[config.mk]
export PLATFORM = sky130hd
export DESIGN_NAME = reg_file_nzp_flat
export DESIGN_NICKNAME = d
export VERILOG_FILES = /design/src/rtl/reg_file_nzp_if.sv /design/src/rtl/reg_file_nzp.sv /design/src/flat_wrapper.sv
export SDC_FILE = /design/constraint.sdc
export NUM_CORES = 1
export LEC_CHECK = 0
export BUFFER_PORTS_ARGS = -buffer_cell sky130_fd_sc_hd__buf_2
export CAP_MARGIN = 5
export CELL_PAD_IN_SITES_DETAIL_PLACEMENT = 0
export CELL_PAD_IN_SITES_GLOBAL_PLACEMENT = 1
export CORE_MARGIN = 2
export CORE_UTILIZATION = 45
export DETAILED_ROUTE_END_ITERATION = 6
export GPL_TIMING_DRIVEN = 0
export PLACE_DENSITY = 0.84
export SLEW_MARGIN = 20
export SYNTH_ARGS = -nofsm -noshare
export SYNTH_HDL_FRONTEND = slang
export SYNTH_SLANG_ARGS = --single-unit
export TNS_END_PERCENT = 1
[constraint.sdc]
create_clock -name clock -period 2 [get_ports clock]
set_clock_uncertainty 0.15 [all_clocks]
set_input_delay 0.4 -clock clock [delete_from_list [all_inputs] [get_ports clock]]
set_output_delay 0.4 -clock clock [all_outputs]
set_load 0.02 [all_outputs]
[src/rtl/reg_file_nzp_if.sv]
// Register-file bus: write port, CC load, busy issue, and two read ports.
//   master: datapath/control side (drives write, issue and read addresses)
//   slave : register file (returns read data, busy flags and NZP)
interface reg_file_nzp_if #(
  parameter int unsigned WIDTH  = 16,
  parameter int unsigned ADDR_W = 3
);
  logic              wr_en;
  logic [ADDR_W-1:0] wr_addr;
  logic [WIDTH-1:0]  wr_data;
  logic              ld_cc;
  logic              issue_en;
  logic [ADDR_W-1:0] issue_addr;
  logic [ADDR_W-1:0] rd_addr_a;
  logic [ADDR_W-1:0] rd_addr_b;
  logic [WIDTH-1:0]  rd_data_a;
  logic [WIDTH-1:0]  rd_data_b;
  logic              rd_busy_a;
  logic              rd_busy_b;
  logic [2:0]        nzp;

  modport master (
    output wr_en, wr_addr, wr_data, ld_cc, issue_en, issue_addr, rd_addr_a, rd_addr_b,
    input  rd_data_a, rd_data_b, rd_busy_a, rd_busy_b, nzp
  );

  modport slave (
    input  wr_en, wr_addr, wr_data, ld_cc, issue_en, issue_addr, rd_addr_a, rd_addr_b,
    output rd_data_a, rd_data_b, rd_busy_a, rd_busy_b, nzp
  );
endinterface

[src/rtl/reg_file_nzp.sv]
// LC-3 general-purpose register file with NZP condition codes and busy scoreboard.
//   clock : rising-edge clock
//   reset : synchronous, active-high; clears registers and busy bits, nzp <= 3'b010
//   bus   : reg_file_nzp_if.slave
//           write port (wr_en/wr_addr/wr_data, ld_cc), busy issue (issue_en/issue_addr),
//           two combinational read ports (rd_addr_x -> rd_data_x, rd_busy_x), nzp
// Out-of-range addresses (DEPTH not a power of two) never hit storage: writes are
// dropped, reads return 0 and not-busy, and issues are ignored.
module reg_file_nzp #(
  parameter int unsigned WIDTH  = 16,
  parameter int unsigned DEPTH  = 8,
  parameter bit          BYPASS = 1'b1
) (
  input logic           clock,
  input logic           reset,
  reg_file_nzp_if.slave bus
);

  localparam int unsigned ADDR_W = $clog2(DEPTH);

  logic [WIDTH-1:0] regs [DEPTH];
  logic [DEPTH-1:0] busy;
  logic [2:0]       nzp_q;

  logic [DEPTH-1:0] wr_hit;
  logic [DEPTH-1:0] iss_hit;
  logic [DEPTH-1:0] rd_hit_a;
  logic [DEPTH-1:0] rd_hit_b;
  logic [WIDTH-1:0] stored_a;
  logic [WIDTH-1:0] stored_b;
  logic             fwd_a;
  logic             fwd_b;
  logic             n_bit;
  logic             z_bit;
  logic [2:0]       nzp_next;

  // One-hot address decodes; only in-range addresses can produce a hit.
  always_comb begin
    wr_hit   = '0;
    iss_hit  = '0;
    rd_hit_a = '0;
    rd_hit_b = '0;
    for (int unsigned i = 0; i < DEPTH; i++) begin
      wr_hit[i]   = bus.wr_en    && (bus.wr_addr    == ADDR_W'(i));
      iss_hit[i]  = bus.issue_en && (bus.issue_addr == ADDR_W'(i));
      rd_hit_a[i] = (bus.rd_addr_a == ADDR_W'(i));
      rd_hit_b[i] = (bus.rd_addr_b == ADDR_W'(i));
    end
  end

  // Condition codes from the value on the write bus.
  always_comb begin
    n_bit    = bus.wr_data[WIDTH-1];
    z_bit    = (bus.wr_data == '0);
    nzp_next = {n_bit, z_bit, !n_bit && !z_bit};
  end

  // Storage, scoreboard and NZP; issue is OR-ed in after the write clear so a
  // new producer issued in the same cycle keeps the register busy.
  always_ff @(posedge clock) begin
    if (reset) begin
      for (int unsigned i = 0; i < DEPTH; i++) begin
        regs[i] <= '0;
      end
      busy  <= '0;
      nzp_q <= 3'b010;
    end else begin
      for (int unsigned i = 0; i < DEPTH; i++) begin
        if (wr_hit[i]) begin
          regs[i] <= bus.wr_data;
        end
      end
      busy <= (busy & ~wr_hit) | iss_hit;
      if (bus.wr_en && bus.ld_cc) begin
        nzp_q <= nzp_next;
      end
    end
  end

  // Read muxes: AND-OR select over the one-hot decode, out of range yields 0.
  always_comb begin
    stored_a = '0;
    stored_b = '0;
    for (int unsigned i = 0; i < DEPTH; i++) begin
      stored_a = stored_a | (regs[i] & {WIDTH{rd_hit_a[i]}});
      stored_b = stored_b | (regs[i] & {WIDTH{rd_hit_b[i]}});
    end
    fwd_a = BYPASS && (|(wr_hit & rd_hit_a));
    fwd_b = BYPASS && (|(wr_hit & rd_hit_b));
  end

  assign bus.rd_data_a = fwd_a ? bus.wr_data : stored_a;
  assign bus.rd_data_b = fwd_b ? bus.wr_data : stored_b;
  assign bus.rd_busy_a = (|(busy & rd_hit_a)) && !fwd_a;
  assign bus.rd_busy_b = (|(busy & rd_hit_b)) && !fwd_b;
  assign bus.nzp       = nzp_q;

endmodule

[src/flat_wrapper.sv]
// flat-port wrapper written by rule: the top's interface ports become plain ports
module reg_file_nzp_flat 
#(
  parameter int unsigned WIDTH  = 16,
  parameter int unsigned DEPTH  = 8,
  parameter bit          BYPASS = 1'b1
)
  (clock, reset, bus_wr_en, bus_wr_addr, bus_wr_data, bus_ld_cc, bus_issue_en, bus_issue_addr, bus_rd_addr_a, bus_rd_addr_b, bus_rd_data_a, bus_rd_data_b, bus_rd_busy_a, bus_rd_busy_b, bus_nzp);
  reg_file_nzp_if #(.WIDTH(WIDTH), .ADDR_W(3)) bus_i ();
  input logic clock;
  input logic reset;
  input wire logic [$bits(bus_i.wr_en)-1:0] bus_wr_en;
  input wire logic [$bits(bus_i.wr_addr)-1:0] bus_wr_addr;
  input wire logic [$bits(bus_i.wr_data)-1:0] bus_wr_data;
  input wire logic [$bits(bus_i.ld_cc)-1:0] bus_ld_cc;
  input wire logic [$bits(bus_i.issue_en)-1:0] bus_issue_en;
  input wire logic [$bits(bus_i.issue_addr)-1:0] bus_issue_addr;
  input wire logic [$bits(bus_i.rd_addr_a)-1:0] bus_rd_addr_a;
  input wire logic [$bits(bus_i.rd_addr_b)-1:0] bus_rd_addr_b;
  output wire logic [$bits(bus_i.rd_data_a)-1:0] bus_rd_data_a;
  output wire logic [$bits(bus_i.rd_data_b)-1:0] bus_rd_data_b;
  output wire logic [$bits(bus_i.rd_busy_a)-1:0] bus_rd_busy_a;
  output wire logic [$bits(bus_i.rd_busy_b)-1:0] bus_rd_busy_b;
  output wire logic [$bits(bus_i.nzp)-1:0] bus_nzp;
  assign bus_i.wr_en = bus_wr_en;
  assign bus_i.wr_addr = bus_wr_addr;
  assign bus_i.wr_data = bus_wr_data;
  assign bus_i.ld_cc = bus_ld_cc;
  assign bus_i.issue_en = bus_issue_en;
  assign bus_i.issue_addr = bus_issue_addr;
  assign bus_i.rd_addr_a = bus_rd_addr_a;
  assign bus_i.rd_addr_b = bus_rd_addr_b;
  assign bus_rd_data_a = bus_i.rd_data_a;
  assign bus_rd_data_b = bus_i.rd_data_b;
  assign bus_rd_busy_a = bus_i.rd_busy_a;
  assign bus_rd_busy_b = bus_i.rd_busy_b;
  assign bus_nzp = bus_i.nzp;
  reg_file_nzp #(.WIDTH(WIDTH), .DEPTH(DEPTH), .BYPASS(BYPASS)) u_core (.clock(clock), .reset(reset), .bus(bus_i));
endmodule
## Word level (Yosys, flattened, before mapping)

Memory sizes are Yosys's and may differ from the RTL's.
Index checks and enable logic that the tools add are counted.

- Flip-flop bits (word level): 11
- Latch bits: 0
- Bits in writable memories: 128
- Bits in read-only memories: 0
- Input bits: 33
- Output and inout port bits: 37
- Logic and storage cells: 145
- Memories kept: 1

Memories:

| name | depth | width | rd ports | clocked after memory_dff | wr ports | RTL line | text |
|---|---|---|---|---|---|---|---|
| u_core.regs | 8 | 16 | 8 | 0 | 8 | reg_file_nzp.sv:21 | `logic [WIDTH-1:0] regs [DEPTH];` |

- Add/sub/neg operators: 0
- $mul: 0
- Divide/modulo/power cells: 0
- $lt $le $gt $ge: 0
- Eq/ne operators: 28
- Shifts and indexed selects: 0
- Muxes and demuxes: 36
- Bitwise logic cells: 45
- Reduce and logical (&&, ||, !) cells: 33

Operators by type and width:

| cell | count |
|---|---|
| AND 16 bit | 16 |
| OR 16 bit | 14 |
| 2-to-1 mux 16 bit | 10 |
| == test 3 bit (second input constant) | 16 |
| AND 8 bit | 5 |
| OR reduction 8 bit | 4 |
| 2-to-1 mux 1 bit | 26 |
| == test 3 x 2 -> 1 bit (second input constant) | 8 |
| logical AND 1 bit | 20 |
| logical NOT 16 bit | 1 |
| == test 3 x 1 -> 1 bit (second input constant) | 4 |
| logical NOT 3 bit | 4 |
| NOT 8 bit | 1 |
| OR 1 bit | 8 |
| OR 8 bit | 1 |
| logical NOT 1 bit | 4 |

## Depth between registers and ports, before layout

Gate-level depths: netlist of run 1.

- Depth in word-level cells: 10
- Depth in mapped cells: 6

## Least setup slack after synthesis of run 1

Ideal clock, no wire load.

- Path type: input to register
- Start: input port bus_wr_en
- End: memory u_core.regs[1][0] (netlist: u_core.regs[0][16]), enable pin
- Library setup time: 372 ps
- Data arrival time: 1583 ps
- Slack: -105 ps
- Stages on the path: 6
- Path buffers: 3
- Cell sequence: buf_2 -> nor2b_1 -> clkbuf_1 -> nand2_1 -> buf_2 -> nand2_1

RTL lines:

| what | RTL line | text |
|---|---|---|
| start: declaration | flat_wrapper.sv:12 | `input wire logic [$bits(bus_i.wr_en)-1:0] bus_wr_en;` |
| end: declaration | reg_file_nzp.sv:21 |  |

==> flow_metrics.env, run 1 <==
export IMPL_run_status="finished with violations"
export IMPL_violations="DRC, setup timing"
export IMPL_p_switching_mw=2.12
export IMPL_vias=5551
export IMPL_portBuffers=61
export IMPL_area_growth_synth_to_final_pct=19.4
export IMPL_synth_fa_ha_area_frac=0
export IMPL_drtAntennaViolNets=0
export IMPL_synthSimpleGateAreaFrac=0.104
export IMPL_grtUsageTotal=0.266
export IMPL_synth_area_leaders="edfxtp_1 51%, mux4_1 19%, nor2_1 6.7%, mux2i_1 4.7%, dfxtp_1 2.9%"
export IMPL_routabilityCongestion=0.854
export IMPL_io_pins=70
export IMPL_cts_sinks=139
export IMPL_drtIter0Drc=769
export IMPL_route_final_wire_length_um=23100
export IMPL_setup_viol=53
export IMPL_synth_compound_area_frac=0.0430
export IMPL_syn_cell_area_um2=7600
export IMPL_ys_async_sr_fraction=0
export IMPL_power_share_clock=0.445
export IMPL_synth_top_family_by_area="multiplexers"
export IMPL_grt_max_degree=18
export IMPL_hold_class="primary input to flip-flop"
export IMPL_wl_per_cell_um=26.6
export IMPL_worstPathRequired_ps=1450
export IMPL_worst_slew_pin_slew_ps=763
export IMPL_grt_pass1_wl_um=34000
export IMPL_drv_cap=0
export IMPL_seqPwrFrac=0.400
export IMPL_criticalPathCategory="flip-flop to output pin"
export IMPL_slew_viol_final=0
export IMPL_dp_hpwl_um=14300
export IMPL_vias_per_cell=6.38
export IMPL_clock_latency_ps=430
export IMPL_hold_viol=0
export IMPL_cts_root_buf="clkbuf_16"
export IMPL_power_density_nw_per_um2=964
export IMPL_grt_overflow_total=0
export IMPL_cts_tree="done"
export IMPL_rows=47
export IMPL_clk_pin_slew_ps=60
export IMPL_dr_pass1_iters=7
export IMPL_cts_htree_levels=4
export IMPL_die_area_um2=17900
export IMPL_fin_crit_sh=1.17
export IMPL_cts_buffers_inserted=17
export IMPL_die_y_um=134
export IMPL_dpl_worst_slack_ps=-1330
export IMPL_synth_edff_count=128
export IMPL_slew_headroom=0.491
export IMPL_whs_path_depth=3
export IMPL_holdPathEnd="u_core.bus.nzp[2]"
export IMPL_path_max_fanout=2
export IMPL_fp_dieW_um=134
export IMPL_p_leak_nw=3.42
export IMPL_r2r_cells=1
export IMPL_antenna_found_initial=0
export IMPL_synth_distinct_cells=42
export IMPL_core_area_um2=16500
export IMPL_synth_seq_cells=139
export IMPL_synth_area_per_cell_um2=13.8
export IMPL_syn_num_nets=582
export IMPL_drc_errors=1
export IMPL_hp_start="bus_ld_cc"
export IMPL_final_nets=670
export IMPL_ys_seq_area_frac=0.535
export IMPL_r2r_end="u_core.busy[1]"
export IMPL_grt_pass1_vias=5537
export IMPL_drive_above_1_share=0.338
export IMPL_cp_end_kind="output pin"
export IMPL_yosysMostFrequentCell="nor2_1"
export IMPL_cts_hold_buf=0
export IMPL_switching_share=0.242
export IMPL_ir_drop_v=0.000585
export IMPL_cp_arrival_ps=1790
export IMPL_initial_utilization=0.460
export IMPL_synth_xor_xnor_area_share=0.00692
export IMPL_max_freq_mhz=428
export IMPL_cts_buffer_depth=2
export IMPL_rsz0062_at_grt="true"
export IMPL_cp_start_kind="flip-flop"
export IMPL_rrSetupSlack_ps=1170
export IMPL_synth_warnings=0
export IMPL_synthCells=549
export IMPL_muxShareOfSynthArea=0.266
export IMPL_yosysTopAreaCellShare=0.506
export IMPL_worstReg2RegStart="u_core.busy[1]"
export IMPL_pwr_share_comb=0.155
export IMPL_fin_ws_ps=-339
export IMPL_p_int_mw=6.63
export IMPL_fin_hold_ws_ps=101
export IMPL_synthFlopType="edfxtp_1"
export IMPL_synth_commonest_cells="136 x nor2_1, 128 x edfxtp_1, 55 x mux4_1"
export IMPL_yosysTopAreaCell="edfxtp_1"
export IMPL_diodes=0
export IMPL_min_period_ps=2340
## power groups by stage
stage,combinational (mW),sequential [mW],clock (mW)
after floorplan,0.812,3.50,0
after CTS,1.32,3.49,3.88
final,1.35,3.50,3.89
after global routing,1.42,3.52,3.99
after detailed placement,1.21,3.54,0
after global placement,1.19,3.51,0
## cell usage in the layout (no fill, tap or decap), types with 17 or more instances in the layout
cell,Yosys,routed
a21oi_1,35,29
buf_2,22,65
buf_4,2,18
clkbuf_16,0,17
edfxtp_1,128,128
inv_1,18,18
mux2i_1,36,34
mux4_2,9,58
nand2_1,31,25
nor2_1,136,136
## registers in the layout, summed over array words and instances (netlist names)
| signal | cells |
|---|---|
| u_core.bus.nzp | 3 |
| u_core.regs | 128 |
| u_core.busy | 8 |
## worst max path at each step
stage,startpoint,endpoint,slack (ps),cells after the start
after global placement,bus_wr_addr[0],u_core.regs[0][41],-1310,5
after global routing,u_core.regs[1][54],bus_rd_data_a[6],-390,4
after detailed placement,bus_wr_addr[0],u_core.regs[0][58],-1330,5
final,u_core.regs[1][14],bus_rd_data_b[14],-340,4
after CTS,u_core.regs[1][14],bus_rd_data_b[14],-330,4
after floorplan,bus_wr_en,u_core.regs[0][0],-100,6
## metal layers
| metal | wire (µm) | up-vias | global-route usage | part of all wire |
|---|---|---|---|---|
| met4 | 968 | 0 | 0.142 | 0.042 |
| li1 | - | 2261 | - | - |
| met1 | 8650 | 2804 | 0.344 | 0.37 |
| met2 | 11200 | 405 | 0.428 | 0.48 |
| met5 | 0 | - | 0 | 0 |
| met3 | 2330 | 81 | 0.0499 | 0.10 |
## cell type report
type	instances	area (µm²)
inverter	19	71.3
tap	220	275
sequential	139	4060
clock inverter	11	263
timing repair buffer	69	430
fill	1343	7450
multi-input combinational	351	3100
clock buffer	21	460
buffer	40	404
## cell families after synthesis
group                     Yosys count
AOI/OAI and AO/OA                  52
xor gates and xnor gates            6
buffers and inverters              59
DFF                               139
muxes                             101
and+or+nand+nor                   192
## timing repair
item	4_1_cts	5_1_grt
gates resized for setup	103	19
setup buffers	5	0
setup endpoints to repair	130	98
pin swaps	8	4
cloned	3	0
## critical path: stages, from the launching register on
cell,delay (ps)
edfxtp_1,400
mux4_2,500
mux2i_2,220
a21oi_2,80
buf_4,160
## stage by stage
stage	std cells	TNS (ps)	utilization	power, mW	instance area, µm²
global route	870	-12880	0.549	8.93	9070
floorplan	549	-8720	-	4.31	7600
CTS	870	-9690	0.548	8.69	9060
global placement	830	-113640	0.495	4.70	8180
finish	870	-9800	0.549	8.74	9070
detailed placement	830	-119040	0.495	4.75	8180
No activity file was read; power rests on OpenSTA's default activity.
==> inputs of run 2 (changes only) <==
--- a/config.mk
+++ b/config.mk
@@ -5,15 +5,16 @@
 export SDC_FILE = /design/constraint.sdc
 export NUM_CORES = 1
 export LEC_CHECK = 0
-export BUFFER_PORTS_ARGS = -buffer_cell sky130_fd_sc_hd__buf_2
+export ABC_AREA = 0
 export CAP_MARGIN = 5
 export CELL_PAD_IN_SITES_DETAIL_PLACEMENT = 0
 export CELL_PAD_IN_SITES_GLOBAL_PLACEMENT = 1
 export CORE_MARGIN = 2
-export CORE_UTILIZATION = 45
+export CORE_UTILIZATION = 48
 export DETAILED_ROUTE_END_ITERATION = 6
+export DONT_BUFFER_PORTS = 1
 export GPL_TIMING_DRIVEN = 0
-export PLACE_DENSITY = 0.84
+export PLACE_DENSITY = 0.83
 export SLEW_MARGIN = 20
 export SYNTH_ARGS = -nofsm -noshare
 export SYNTH_HDL_FRONTEND = slang
==> run 2 against run 1 <==
  * The run ends with setup timing left
  * Hold slack worse by 92 ps
  * First-iteration DRC count is 11% lower
  * Setup slack improved by 76 ps
  * Critical path depth shrank 1
  * Utilization increased by 3.4 points
  * Critical endpoint is now bus_rd_data_b[2]
  * Highest routed layer unchanged
==> flow_metrics.env, run 2 (same netlist as run 1, synthesis figures left out) <==
export IMPL_cp_top_family="multiplexers"
export IMPL_slowest_stage="mux4_1"
export IMPL_antenna_found_initial=0
export IMPL_rrSetupSlack_ps=1100
export IMPL_min_period_ps=2260
export IMPL_cts_sinks=139
export IMPL_final_area_um2=8930
export IMPL_final_cell_mix="135 x nor2_1, 128 x edfxtp_1, 59 x mux4_2, 24 x a21oi_2, 22 x nand2_1"
export IMPL_wl_per_cell_um=28.6
export IMPL_grtUsageTotal=0.287
export IMPL_whs_path_depth=2
export IMPL_final_common_cell="nor2_1"
export IMPL_cp_slowest_stage_delay_ps=510
export IMPL_cts_buffer_depth=2
export IMPL_top_register="u_core.regs"
export IMPL_vias_per_cell=6.54
export IMPL_clk_pin_slew_ps=60
export IMPL_worstReg2RegStart="u_core.bus.nzp[0]"
export IMPL_area_growth_synth_to_final_pct=17.6
export IMPL_rsz0062_at_grt="true"
export IMPL_criticalPathCategory="flip-flop to output pin"
export IMPL_dpl_worst_slack_ps=-1380
export IMPL_timing_critical_path_buf_inv=0
export IMPL_cts_tree="done"
export IMPL_drtIter0Drc=688
export IMPL_grt_pass1_wl_um=33900
export IMPL_seqPwrFrac=0.420
export IMPL_worstPathRequired_ps=1450
export IMPL_fin_crit_sh=1.13
export IMPL_power_share_clock=0.422
export IMPL_holdPathEnd="u_core.busy[6]"
export IMPL_final_nets=610
export IMPL_grt_overflow_total=0
export IMPL_vias=5235
export IMPL_die_y_um=130
export IMPL_dp_hpwl_um=14000
export IMPL_routabilityCongestion=0.872
export IMPL_drc_errors=0
export IMPL_fin_setup_tns_ps=-7560
export IMPL_p_int_mw=6.24
export IMPL_cp_start_kind="flip-flop"
export IMPL_hold_viol=0
export IMPL_run_status="finished with violations"
export IMPL_fp_dieW_um=130
export IMPL_cp_num_cells=3
export IMPL_ir_drop_v=0.000659
export IMPL_hp_start="bus_issue_addr[1]"
export IMPL_violations="setup timing"
export IMPL_num_fill_cells=1200
export IMPL_setup_viol=50
export IMPL_die_area_um2=16800
export IMPL_cts_root_buf="clkbuf_16"
export IMPL_drtAntennaViolNets=0
export IMPL_largest_reg_flops=128
export IMPL_path_max_fanout=2
export IMPL_drive_above_1_share=0.347
export IMPL_slew_headroom=0.520
export IMPL_reg_top3="u_core.regs (128), u_core.busy (8), u_core.bus.nzp (3)"
export IMPL_grt_pass1_vias=5434
export IMPL_cp_end_kind="output pin"
export IMPL_p_switching_mw=2.10
export IMPL_rows=45
export IMPL_pwr_share_comb=0.158
export IMPL_initial_utilization=0.496
export IMPL_drv_cap=0
export IMPL_cts_htree_levels=4
export IMPL_r2r_end="u_core.bus.nzp[0]"
export IMPL_portBuffers=0
export IMPL_diodes=0
export IMPL_io_pins=70
export IMPL_placed_area_um2=7860
export IMPL_max_freq_mhz=442
export IMPL_dr_pass1_iters=5
export IMPL_slew_viol_final=0
export IMPL_power_density_nw_per_um2=934
export IMPL_hold_class="primary input to flip-flop"
export IMPL_worst_slew_pin_slew_ps=720
export IMPL_grt_max_degree=18
export IMPL_clock_latency_ps=430
export IMPL_cts_buffers_inserted=17
export IMPL_switching_share=0.252
export IMPL_fin_ws_ps=-263
export IMPL_r2r_cells=2
export IMPL_path_cells="mux4_1 -> mux2i_1 -> a21oi_2"
export IMPL_cp_arrival_ps=1710
export IMPL_core_area_um2=15300
export IMPL_p_leak_nw=3.13
export IMPL_route_final_wire_length_um=22900
run 2: power groups by stage:
| stage | clock network [mW] | registers (mW) | logic (mW) |
|---|---|---|---|
| floorplan | 0 | 3.50 | 0.812 |
| global placement | 0 | 3.51 | 1.04 |
| detailed placement | 0 | 3.54 | 1.06 |
| CTS | 3.51 | 3.50 | 1.24 |
| global route | 3.66 | 3.52 | 1.37 |
| finish | 3.52 | 3.51 | 1.32 |
run 2: worst max-delay path by stage:
stage	start	endpoint	slack, ps
2_1_floorplan	bus_wr_en	u_core.regs[0][0]	-100
3_3_place_gp	bus_wr_addr[0]	u_core.regs[0][57]	-1340
3_5_place_dp	bus_wr_addr[0]	u_core.regs[0][57]	-1380
4_1_cts	u_core.regs[1][52]	bus_rd_data_a[4]	-270
5_1_grt	u_core.regs[0][57]	bus_rd_data_b[9]	-280
6_report	u_core.regs[0][50]	bus_rd_data_b[2]	-260
run 2: final cells by class:
class                           instances  area (µm²)  share of cell area
Timing Repair Buffer                    9        97.6              0.0109
Sequential cell                       139        4070               0.455
Clock buffer                           17         425              0.0476
Clock inverter                         15         228              0.0255
Buffer                                 40         378              0.0423
Inverter                               19        71.3             0.00798
Multi-Input combinational cell        351        3400               0.381
Tap cell                              211         264              0.0296
run 2: what timing repair did:
action | 4_1_cts | 5_1_grt
endpoints found under the hold margin | 2 | 0
setup buffers | 4 | 0
hold buffers | 4 | 0
endpoints found under the setup margin | 130 | 98
cloned | 1 | 0
resized for setup | 139 | 36
pin swaps | 34 | 9
run 2: routing by layer:
layer / track usage / routed length, µm / vias to the layer above
met2: 0.464 / 11200 / 384
met5: 0 / 0 / -
met1: 0.374 / 8570 / 2655
met4: 0.113 / 756 / 0
met3: 0.0730 / 2370 / 59
li1: - / - / 2137
run 2: stage by stage:
step	hold slack [ps]	power, mW	utilization	instances
after global routing	30.6	8.55	0.583	801
final	8.70	8.35	0.583	801
after detailed placement	337	4.60	0.513	760
after CTS	7.29	8.25	0.576	801
after floorplan	292	4.31	-	549
after global placement	324	4.55	0.513	760
